**config.mk**
```make
export PLATFORM = sky130hd
export DESIGN_NAME = div_issue_ctrl
export DESIGN_NICKNAME = d
export VERILOG_FILES = /design/src/rtl/div_issue_ctrl.sv
export SDC_FILE = /design/constraint.sdc
export NUM_CORES = 1
export LEC_CHECK = 0
export CORE_MARGIN = 1.5
export CORE_UTILIZATION = 37
export DETAILED_ROUTE_END_ITERATION = 12
export GPL_ROUTABILITY_DRIVEN = 0
export PLACE_DENSITY_LB_ADDON = 0.12
export SYNTH_ARGS = -nofsm -noshare
export SYNTH_HDL_FRONTEND = slang
export SYNTH_SLANG_ARGS = --single-unit
```
**constraint.sdc**
```tcl
create_clock -name clk -period 1.6 [get_ports clk]
set_input_delay 0.24 -clock clk [delete_from_list [all_inputs] [get_ports clk]]
set_output_delay 0.24 -clock clk [all_outputs]
set_load 0.1 [all_outputs]
```
**src/rtl/div_issue_ctrl.sv**
```systemverilog
// div_issue_ctrl: issues one divide at a time to an iterative divider,
// holds operands stable while the divider works, and presents the result
// to writeback with a valid/ready handshake. A watchdog aborts ops the
// divider never completes; flush kills an op in flight.
// Optional feature: define DIV_RESULT_CACHE_EN to keep the last completed
// result and answer a repeated request without using the divider.
module div_issue_ctrl #(
  parameter int unsigned WDOG_CYCLES = 15
) (
  input  logic        clk,
  input  logic        rst,
  input  logic        req_valid,
  input  logic [1:0]  req_op,
  input  logic [31:0] req_a,
  input  logic [31:0] req_b,
  input  logic        flush,
  output logic        busy,
  output logic        res_valid,
  input  logic        res_ready,
  output logic [31:0] res_data,
  output logic        res_dz,
  output logic        res_timeout,
  output logic        div_valid_in,
  output logic [31:0] div_a,
  output logic [31:0] div_b,
  output logic        div_sign,
  input  logic [31:0] div_q,
  input  logic [31:0] div_r,
  input  logic        div_valid_out
);

  localparam logic [1:0] S_IDLE  = 2'd0;
  localparam logic [1:0] S_WAIT  = 2'd1;
  localparam logic [1:0] S_DONE  = 2'd2;
  localparam logic [1:0] S_DRAIN = 2'd3;

  localparam int WD_W = ($clog2(WDOG_CYCLES) < 1) ? 1 : $clog2(WDOG_CYCLES);
  localparam logic [WD_W-1:0] WD_LAST = WD_W'(WDOG_CYCLES - 1);

  // Quotient for DIV/DIVU, remainder for MOD/MODU; a zero divisor bypasses
  // whatever the divider returned.
  function automatic logic [31:0] sel_result(input logic [1:0] op,
                                             input logic [31:0] a,
                                             input logic [31:0] b,
                                             input logic [31:0] q,
                                             input logic [31:0] r);
    logic [31:0] res;
    if (b == 32'd0) begin
      res = op[1] ? a : 32'hFFFF_FFFF;
    end else begin
      res = op[1] ? r : q;
    end
    return res;
  endfunction

  logic [1:0]      state_r;
  logic [1:0]      next_state_s;
  logic [1:0]      op_r;
  logic [31:0]     a_r;
  logic [31:0]     b_r;
  logic            sign_r;
  logic            start_r;
  logic [WD_W-1:0] wdog_r;
  logic [31:0]     res_data_r;
  logic            res_dz_r;
  logic            res_timeout_r;
  logic            accept_s;
  logic            complete_s;
  logic            timeout_s;
  logic            wd_expire_s;
  logic            hit_s;

`ifdef DIV_RESULT_CACHE_EN
  logic        cache_vld_r;
  logic        cache_sign_r;
  logic [31:0] cache_a_r;
  logic [31:0] cache_b_r;
  logic [31:0] cache_q_r;
  logic [31:0] cache_r_r;

  assign hit_s = cache_vld_r && (cache_sign_r == ~req_op[0]) &&
                 (cache_a_r == req_a) && (cache_b_r == req_b);

  // Remember the last divider-completed op; any flush forgets it.
  always_ff @(posedge clk or negedge rst) begin
    if (!rst) begin
      cache_vld_r  <= 1'b0;
      cache_sign_r <= 1'b0;
      cache_a_r    <= 32'd0;
      cache_b_r    <= 32'd0;
      cache_q_r    <= 32'd0;
      cache_r_r    <= 32'd0;
    end else if (flush) begin
      cache_vld_r <= 1'b0;
    end else if (complete_s) begin
      cache_vld_r  <= 1'b1;
      cache_sign_r <= sign_r;
      cache_a_r    <= a_r;
      cache_b_r    <= b_r;
      cache_q_r    <= div_q;
      cache_r_r    <= div_r;
    end
  end
`else
  assign hit_s = 1'b0;
`endif

  assign wd_expire_s = (wdog_r == WD_LAST);

  // Next-state decode and the one-cycle events that steer the datapath.
  always_comb begin
    next_state_s = state_r;
    accept_s     = 1'b0;
    complete_s   = 1'b0;
    timeout_s    = 1'b0;
    case (state_r)
      S_IDLE: begin
        if (req_valid && !flush) begin
          accept_s     = 1'b1;
          next_state_s = hit_s ? S_DONE : S_WAIT;
        end else begin
          next_state_s = S_IDLE;
        end
      end
      S_WAIT: begin
        if (flush) begin
          // A completion arriving with the flush is already consumed.
          next_state_s = div_valid_out ? S_IDLE : S_DRAIN;
        end else if (div_valid_out) begin
          complete_s   = 1'b1;
          next_state_s = S_DONE;
        end else if (wd_expire_s) begin
          timeout_s    = 1'b1;
          next_state_s = S_DONE;
        end else begin
          next_state_s = S_WAIT;
        end
      end
      S_DONE: begin
        if (flush || res_ready) begin
          next_state_s = S_IDLE;
        end else begin
          next_state_s = S_DONE;
        end
      end
      S_DRAIN: begin
        if (div_valid_out || wd_expire_s) begin
          next_state_s = S_IDLE;
        end else begin
          next_state_s = S_DRAIN;
        end
      end
      default: next_state_s = S_IDLE;
    endcase
  end

  // State, operand holding registers, watchdog and result registers.
  always_ff @(posedge clk or negedge rst) begin
    if (!rst) begin
      state_r       <= S_IDLE;
      op_r          <= 2'd0;
      a_r           <= 32'd0;
      b_r           <= 32'd0;
      sign_r        <= 1'b0;
      start_r       <= 1'b0;
      wdog_r        <= '0;
      res_data_r    <= 32'd0;
      res_dz_r      <= 1'b0;
      res_timeout_r <= 1'b0;
    end else begin
      state_r <= next_state_s;
      start_r <= accept_s && !hit_s;
      if (accept_s) begin
        op_r   <= req_op;
        a_r    <= req_a;
        b_r    <= req_b;
        sign_r <= ~req_op[0];
      end
      if ((next_state_s != state_r) &&
          ((next_state_s == S_WAIT) || (next_state_s == S_DRAIN))) begin
        wdog_r <= '0;
      end else if ((state_r == S_WAIT) || (state_r == S_DRAIN)) begin
        wdog_r <= wdog_r + WD_W'(1);
      end else begin
        wdog_r <= '0;
      end
      if (complete_s) begin
        res_data_r    <= sel_result(op_r, a_r, b_r, div_q, div_r);
        res_dz_r      <= (b_r == 32'd0);
        res_timeout_r <= 1'b0;
      end else if (timeout_s) begin
        res_data_r    <= 32'd0;
        res_dz_r      <= 1'b0;
        res_timeout_r <= 1'b1;
`ifdef DIV_RESULT_CACHE_EN
      end else if (accept_s && hit_s) begin
        res_data_r    <= sel_result(req_op, req_a, req_b, cache_q_r, cache_r_r);
        res_dz_r      <= (req_b == 32'd0);
        res_timeout_r <= 1'b0;
`endif
      end else if ((state_r == S_DONE) && (next_state_s == S_IDLE)) begin
        res_data_r    <= 32'd0;
        res_dz_r      <= 1'b0;
        res_timeout_r <= 1'b0;
      end else begin
        res_data_r    <= res_data_r;
        res_dz_r      <= res_dz_r;
        res_timeout_r <= res_timeout_r;
      end
    end
  end

  assign busy         = (state_r == S_WAIT) || (state_r == S_DRAIN) ||
                        ((state_r == S_DONE) && !res_ready);
  assign res_valid    = (state_r == S_DONE);
  assign res_data     = res_data_r;
  assign res_dz       = res_dz_r;
  assign res_timeout  = res_timeout_r;
  assign div_valid_in = start_r;
  assign div_a        = a_r;
  assign div_b        = b_r;
  assign div_sign     = sign_r;

endmodule

```
Word-level counts from Yosys, hierarchy flattened
Index checks and enable logic that the tools add are counted.
{"block": "op_classes", "n_eq_ne": 7, "add_sub_neg": 1, "n_reduce_logical": 15, "mux": 30, "bitwise_logic": 1}
{"cell": "two-way mux 32 bit", "count": 6}
{"cell": "logical NOT 32 bit", "count": 1}
{"cell": "two-way mux 1 bit", "count": 15}
{"cell": "two-way mux 2 bit", "count": 6}
{"cell": "two-way mux 4 bit", "count": 2}
{"cell": "case mux 2 bit (4 select lines)", "count": 1}
{"cell": "equality test 2 bit (second input constant)", "count": 3}
{"cell": "logical OR 1 bit", "count": 5}
{"cell": "adder 4 x 1 -> 4 bit (second input constant)", "count": 1}
{"cell": "equality test 2 x 1 -> 1 bit (second input constant)", "count": 2}
{"cell": "equality test 4 bit (second input constant)", "count": 1}
{"cell": "logical AND 1 bit", "count": 4}
{"cell": "logical NOT 2 bit", "count": 2}
{"cell": "nonzero test 3 bit", "count": 1}
{"cell": "logical NOT 1 bit", "count": 2}
{"cell": "inequality test 2 bit", "count": 1}
{"cell": "inverter 1 bit", "count": 1}
{"block": "word_totals", "reg_bits": 108, "inputBits": 136, "out_inout_bits": 102, "word_cells": 64}

Longest topological paths before layout
{"block": "depth", "depth_word": 10, "ltp_mapped": 8, "ltp_nobuf": 6}

Worst setup path before layout
No wires, ideal clock.
{"block": "synth_timing", "path_type": "reg2reg", "start": "register b_r[29], in the netlist div_b[29]", "end": "register res_data_r[0], in the netlist res_data[0]", "required_time_ns": 1.474, "t_arrival_ns": 2.131, "synth_period_minus_slack_ns": 2.257, "path_slack_ns": -0.657, "path_stages_with_launch": 7, "n_path_buf": 2, "cell_sequence": "dfrtp_1 nor4_1 nand4_1 or2_1 buf_6 buf_6 a221o_1"}
{"block": "synth_via", "elab_chain_cells": 3}
{"element": "from (decl)", "line_no": "60", "text": "logic [31:0] b_r;"}
{"element": "from (signal assigned)", "line_no": "176", "text": "b_r <= req_b;"}
{"element": "logical NOT 32 bit", "line_no": "48", "text": "if (b == 32'd0) begin"}
{"element": "two-way mux 32 bit", "line_no": "48"}
{"element": "two-way mux 32 bit", "line_no": "187", "text": "if (complete_s) begin"}
{"element": "to (signal assigned)", "line_no": "188", "text": "res_data_r <= sel_result(op_r, a_r, b_r, div_q, div_r);"}
{"element": "to (signal assigned)", "line_no": "206", "text": "res_data_r <= res_data_r;"}
{"element": "to (decl)", "line_no": "64", "text": "logic [31:0] res_data_r;"}
Every way passes these cells.
A chain may end at the register's enable or synchronous reset.

Worst setup path after layout
{"block": "layout_timing", "start": "register b_r[17], in the netlist div_b[17]", "end": "register res_data_r[1], in the netlist res_data[1]"}
Same word-level chain as after synthesis.

==> out/results.md <==
| Result | This run |
|---|---|
| Outcome | finished, violations left |
| Failing checks | negative setup slack |
| Detail Route Antenna Nets | 0 |
| Post-route non-filler standard cell count | 977 |
| PD cells | 1920 nW/um2 |
| Clk Latency, worst-skew pair | 0.34 ns |
| Layout overhead on the synthesized area | 98.1% |
| Reg-to-reg startpoint | div_b[17]$_DFFE_PN0P_ |
| Share of total power in combinational logic | 65.2% |
| Starting utilization of the core area | 37.8% |
| Fraction of the mapped netlist area in compound gates | 16.9% |
| Detailed-route via count | 4,979 |
| Setup crit end kind | flip-flop |
| Int Pwr | 9.27 mW |
| Total power consumption of the routed design | 19.0 mW |
| Switching share of power | 51.2% |
| Maximum number of pins on one net before global-route repair | 48 |
| Count of boundary I/O pins | 238 |
| Combinational family with the most area after synthesis | compound AO/OA/AOI/OAI gates |
| Critical Path Source Type | flip-flop |
| Detailed-route wire length per cell | 17.2 um |
| Post-detailed-placement cell area | 9100 um2 |
| Synth Area per Inst | 9.54 um2 |
| Cell Chain, Critical Path | nor4_4, nand4_1, buf_4, buf_12, a2111oi_2, a221o_1 |
| Post-route setup slack | -0.321 ns |
| Clk_skew | 0.00710 ns |
| Syn Std Cell Area | 4980 um2 |
| Final design instance area without fill | 9870 um2 |
| Overall routed net length | 16.8 mm |
| Clock group share of total power | 11.1% |
| Adder and majority cell fraction of the synthesized area | 0.502% |
| Worst R2R Path Depth | 6 |
| Unrepaired setup endpoints after global routing | yes |
| Fraction of synthesis flops using an asynchronous set or reset pin | 100% |
| Die Width | 119 um |
| Clock-pin slew of the registers on the worst-case setup and hold paths | 0.07 ns |
| Crit path max-delay cell type | sky130_fd_sc_hd__dfrtp_4 |
| Sequential cell area fraction in the yosys report | 53.7% |
| Vias per Instance | 5.10 |
| Min cycle time layout | 1.92 ns |
| Type of the worst setup path | reg -> reg |
| Utilization after layout | 74.8% |
| Type of the most critical hold path | in -> async |
| Reported net switching power | 9.71 mW |
| Setup violation total in the final timing report | 33 |
| Final period util | 120% |
| Portion of total power attributed to sequential cells | 23.7% |
| Initial antenna violation count | 0 |
| Largest stage delay on the critical path | 0.49 ns |
| Number of search-and-repair iterations in the first detailed-routing pass | 4 |
| Number of fill cells in the layout | 873 |
| Std cell rows | 42 |
| Maximum root-to-sink buffer count | 2 |
| Endpoint arrival time on the critical path | 2.19 ns |
| Simple-gate share of the synthesized area | 15.3% |
| Violation count after the first detailed-route iteration | 166 |
| Cell count after placement | 956 |
| Total of flip-flops plus latches after synthesis | 107 |
| CTS H-Tree Depth | 3 |
| Aggregate global routing overflow | 0 |
| Number of nets at the end of the flow | 934 |
| Number of flops mapped to enable cells by yosys | 0 |
| Mux share of post-synthesis cell area | 6.63% |
| Slew at the pin closest to its max-slew limit | 0.489 ns |
| Cells after Synth | 522 |
| Residual DRC count | 0 |
| Share of layout cells above drive strength 1 | 32.7% |
| Hold violation count in the final report | 0 |
| Reg-to-Reg End | res_data[1]$_DFFE_PN0P_ |
| Top FF cell, synth | sky130_fd_sc_hd__dfrtp_1 |
| TritonCTS Buffers | 9 |
| Leak Pwr | 4.20 nW |
| Peak ir drop on the vdd network | 1.18 mV |
| CP Data Required Time | 1.87 ns |
| Synthesis Warnings | 0 |
| Achievable Freq | 0.520 GHz |
| Area of the core region | 13,200 um2 |
| Min Hold Slack | 0.408 ns |
| Critical path peak fanout | 31 |
| Sinks on the clock net | 107 |
| Synth cell types | 30 |
| Diodes inserted | 0 |
| Count of buffers from port buffering | 237 |
| Syn_nets | 660 |
| Root buffer cell | sky130_fd_sc_hd__clkbuf_16 |
| Total Routing Usage GR | 24.1% |
| Fraction of synthesized cell area in xor and xnor cells | 0.352% |
| Worst slew margin relative to its limit | 67.4% |
| Post-DP HPWL | 12.2 mm |
| Floorplan die height | 119 um |
| Wire length of the first global-routing pass | 27.2 mm |
| Pins Over Slew Limit | 0 |
| Clock tree from TritonCTS | built |
| Number of maximum-capacitance violations | 0 |
| Slack of the worst reg-to-reg path | -0.32 ns |
| Vias in the first global route | 5,306 |
| Floorplan die area | 14,200 um2 |
## sequential cells by signal (all words and copies together), names as in the netlist
signal,count
op_r,1
res_timeout,1
wdog_r,4
div_valid_in,1
res_data,32
res_dz,1
div_a,32
div_sign,1
div_b,32
state_r,2
## routing by layer
layer	track usage [%]	routed length [um]	part of all wire, %	up-vias
met4	5.65	199	1.2	0
li1	-	-	-	2372
met3	6.56	1260	7.5	14
met2	43.8	8820	53	169
met1	28.2	6520	39	2424
met5	0	0	0	-
## cell families after synthesis
kind of cell    Yosys count
fa+ha+maj                 2
buf+inv                  77
simple gates            192
compound gates          109
mux                      33
flops                   107
xor+xnor                  2
## power by group through the flow
stage | clock network [mW] | registers [mW] | logic [mW]
2_1_floorplan | 0 | 9.87 | 1.36
3_3_place_gp | 0 | 4.42 | 12.0
3_5_place_dp | 0 | 4.45 | 12.1
4_1_cts | 2.14 | 4.49 | 12.3
5_1_grt | 2.26 | 4.60 | 12.7
6_report | 2.10 | 4.50 | 12.4
## area by class of cell
| cell class | count | area, um2 | share of cell area, % |
|---|---|---|---|
| clock buffer | 12 | 256 | 2.60 |
| clock inverter | 4 | 25.0 | 0.254 |
| inverter | 35 | 135 | 1.37 |
| multi-input combinational | 338 | 2400 | 24.3 |
| sequential | 107 | 2750 | 27.9 |
| tap | 176 | 220 | 2.23 |
| timing repair buffer | 305 | 4080 | 41.3 |
## stage by stage
step	TNS, ns	worst slack (ns)
3_3_place_gp	-17.90	-0.349
5_1_grt	-12.13	-0.400
6_report	-9.16	-0.321
2_1_floorplan	-13.39	-0.443
4_1_cts	-8.83	-0.293
3_5_place_dp	-18.80	-0.465
## worst max-delay path: cells and delay by family, from the launching register on
family	cells	cell delay (ns)
compound gates	2	0.50
buf+inv	2	0.39
flops	1	0.49
simple gates	2	0.47
## Yosys cell counts (2+ instances only)
cell                        instances  area (um2)
sky130_fd_sc_hd__nand2_1          135         507
sky130_fd_sc_hd__inv_1             34         128
sky130_fd_sc_hd__buf_6              4        45.0
sky130_fd_sc_hd__clkbuf_1          28         105
sky130_fd_sc_hd__buf_2              7        35.0
sky130_fd_sc_hd__ha_1               2        25.0
sky130_fd_sc_hd__o21ai_0           38         190
sky130_fd_sc_hd__buf_1              2        7.51
sky130_fd_sc_hd__a21oi_1            2        10.0
sky130_fd_sc_hd__nor4_1             8        50.1
sky130_fd_sc_hd__mux2i_1           33         330
sky130_fd_sc_hd__dfrtp_1          107        2680
sky130_fd_sc_hd__a221o_1           32         320
sky130_fd_sc_hd__nor3_1             2        10.0
sky130_fd_sc_hd__nand4_1            2        12.5
sky130_fd_sc_hd__nor2_1            38         143
sky130_fd_sc_hd__nand3_1            4        20.0
sky130_fd_sc_hd__a2111oi_0         32         280
## repair_timing
item	4_1_cts	5_1_grt
setup endpoints to repair	33	34
setup buffers	1	2
cloned	1	0
hold endpoints to repair	28	0
pin swaps	4	2
resized for setup	79	14
hold buffers	1	0
## worst max-delay path by stage
stage                                     endpoint             startpoint  slack, ns
after global routing      res_data[30]$_DFFE_PN0P_   div_b[1]$_DFFE_PN0P_      -0.40
final                      res_data[1]$_DFFE_PN0P_  div_b[17]$_DFFE_PN0P_      -0.32
after CTS                 res_data[30]$_DFFE_PN0P_  div_b[17]$_DFFE_PN0P_      -0.29
after floorplan            res_data[0]$_DFFE_PN0P_  div_b[14]$_DFFE_PN0P_      -0.44
after detailed placement  res_data[25]$_DFFE_PN0P_  div_b[18]$_DFFE_PN0P_      -0.47
after global placement     res_data[0]$_DFFE_PN0P_  div_b[10]$_DFFE_PN0P_      -0.35
## layout by cell type, fill, tap and decap left out, drive strengths merged, types with 2 or more instances in the layout
master	instances
nand4	2
ha	2
dfrtp	107
nor3	2
nand3	4
nor2	38
clkbuf	12
a21oi	2
a221o	32
nand2	135
clkinvlp	3
buf	170
inv	34
clkinv	2
mux2i	33
clkdlybuf4s50	134
nor4	8
o21ai	38
a2111oi	32
Note: power is estimated with default switching activity, not from simulation.
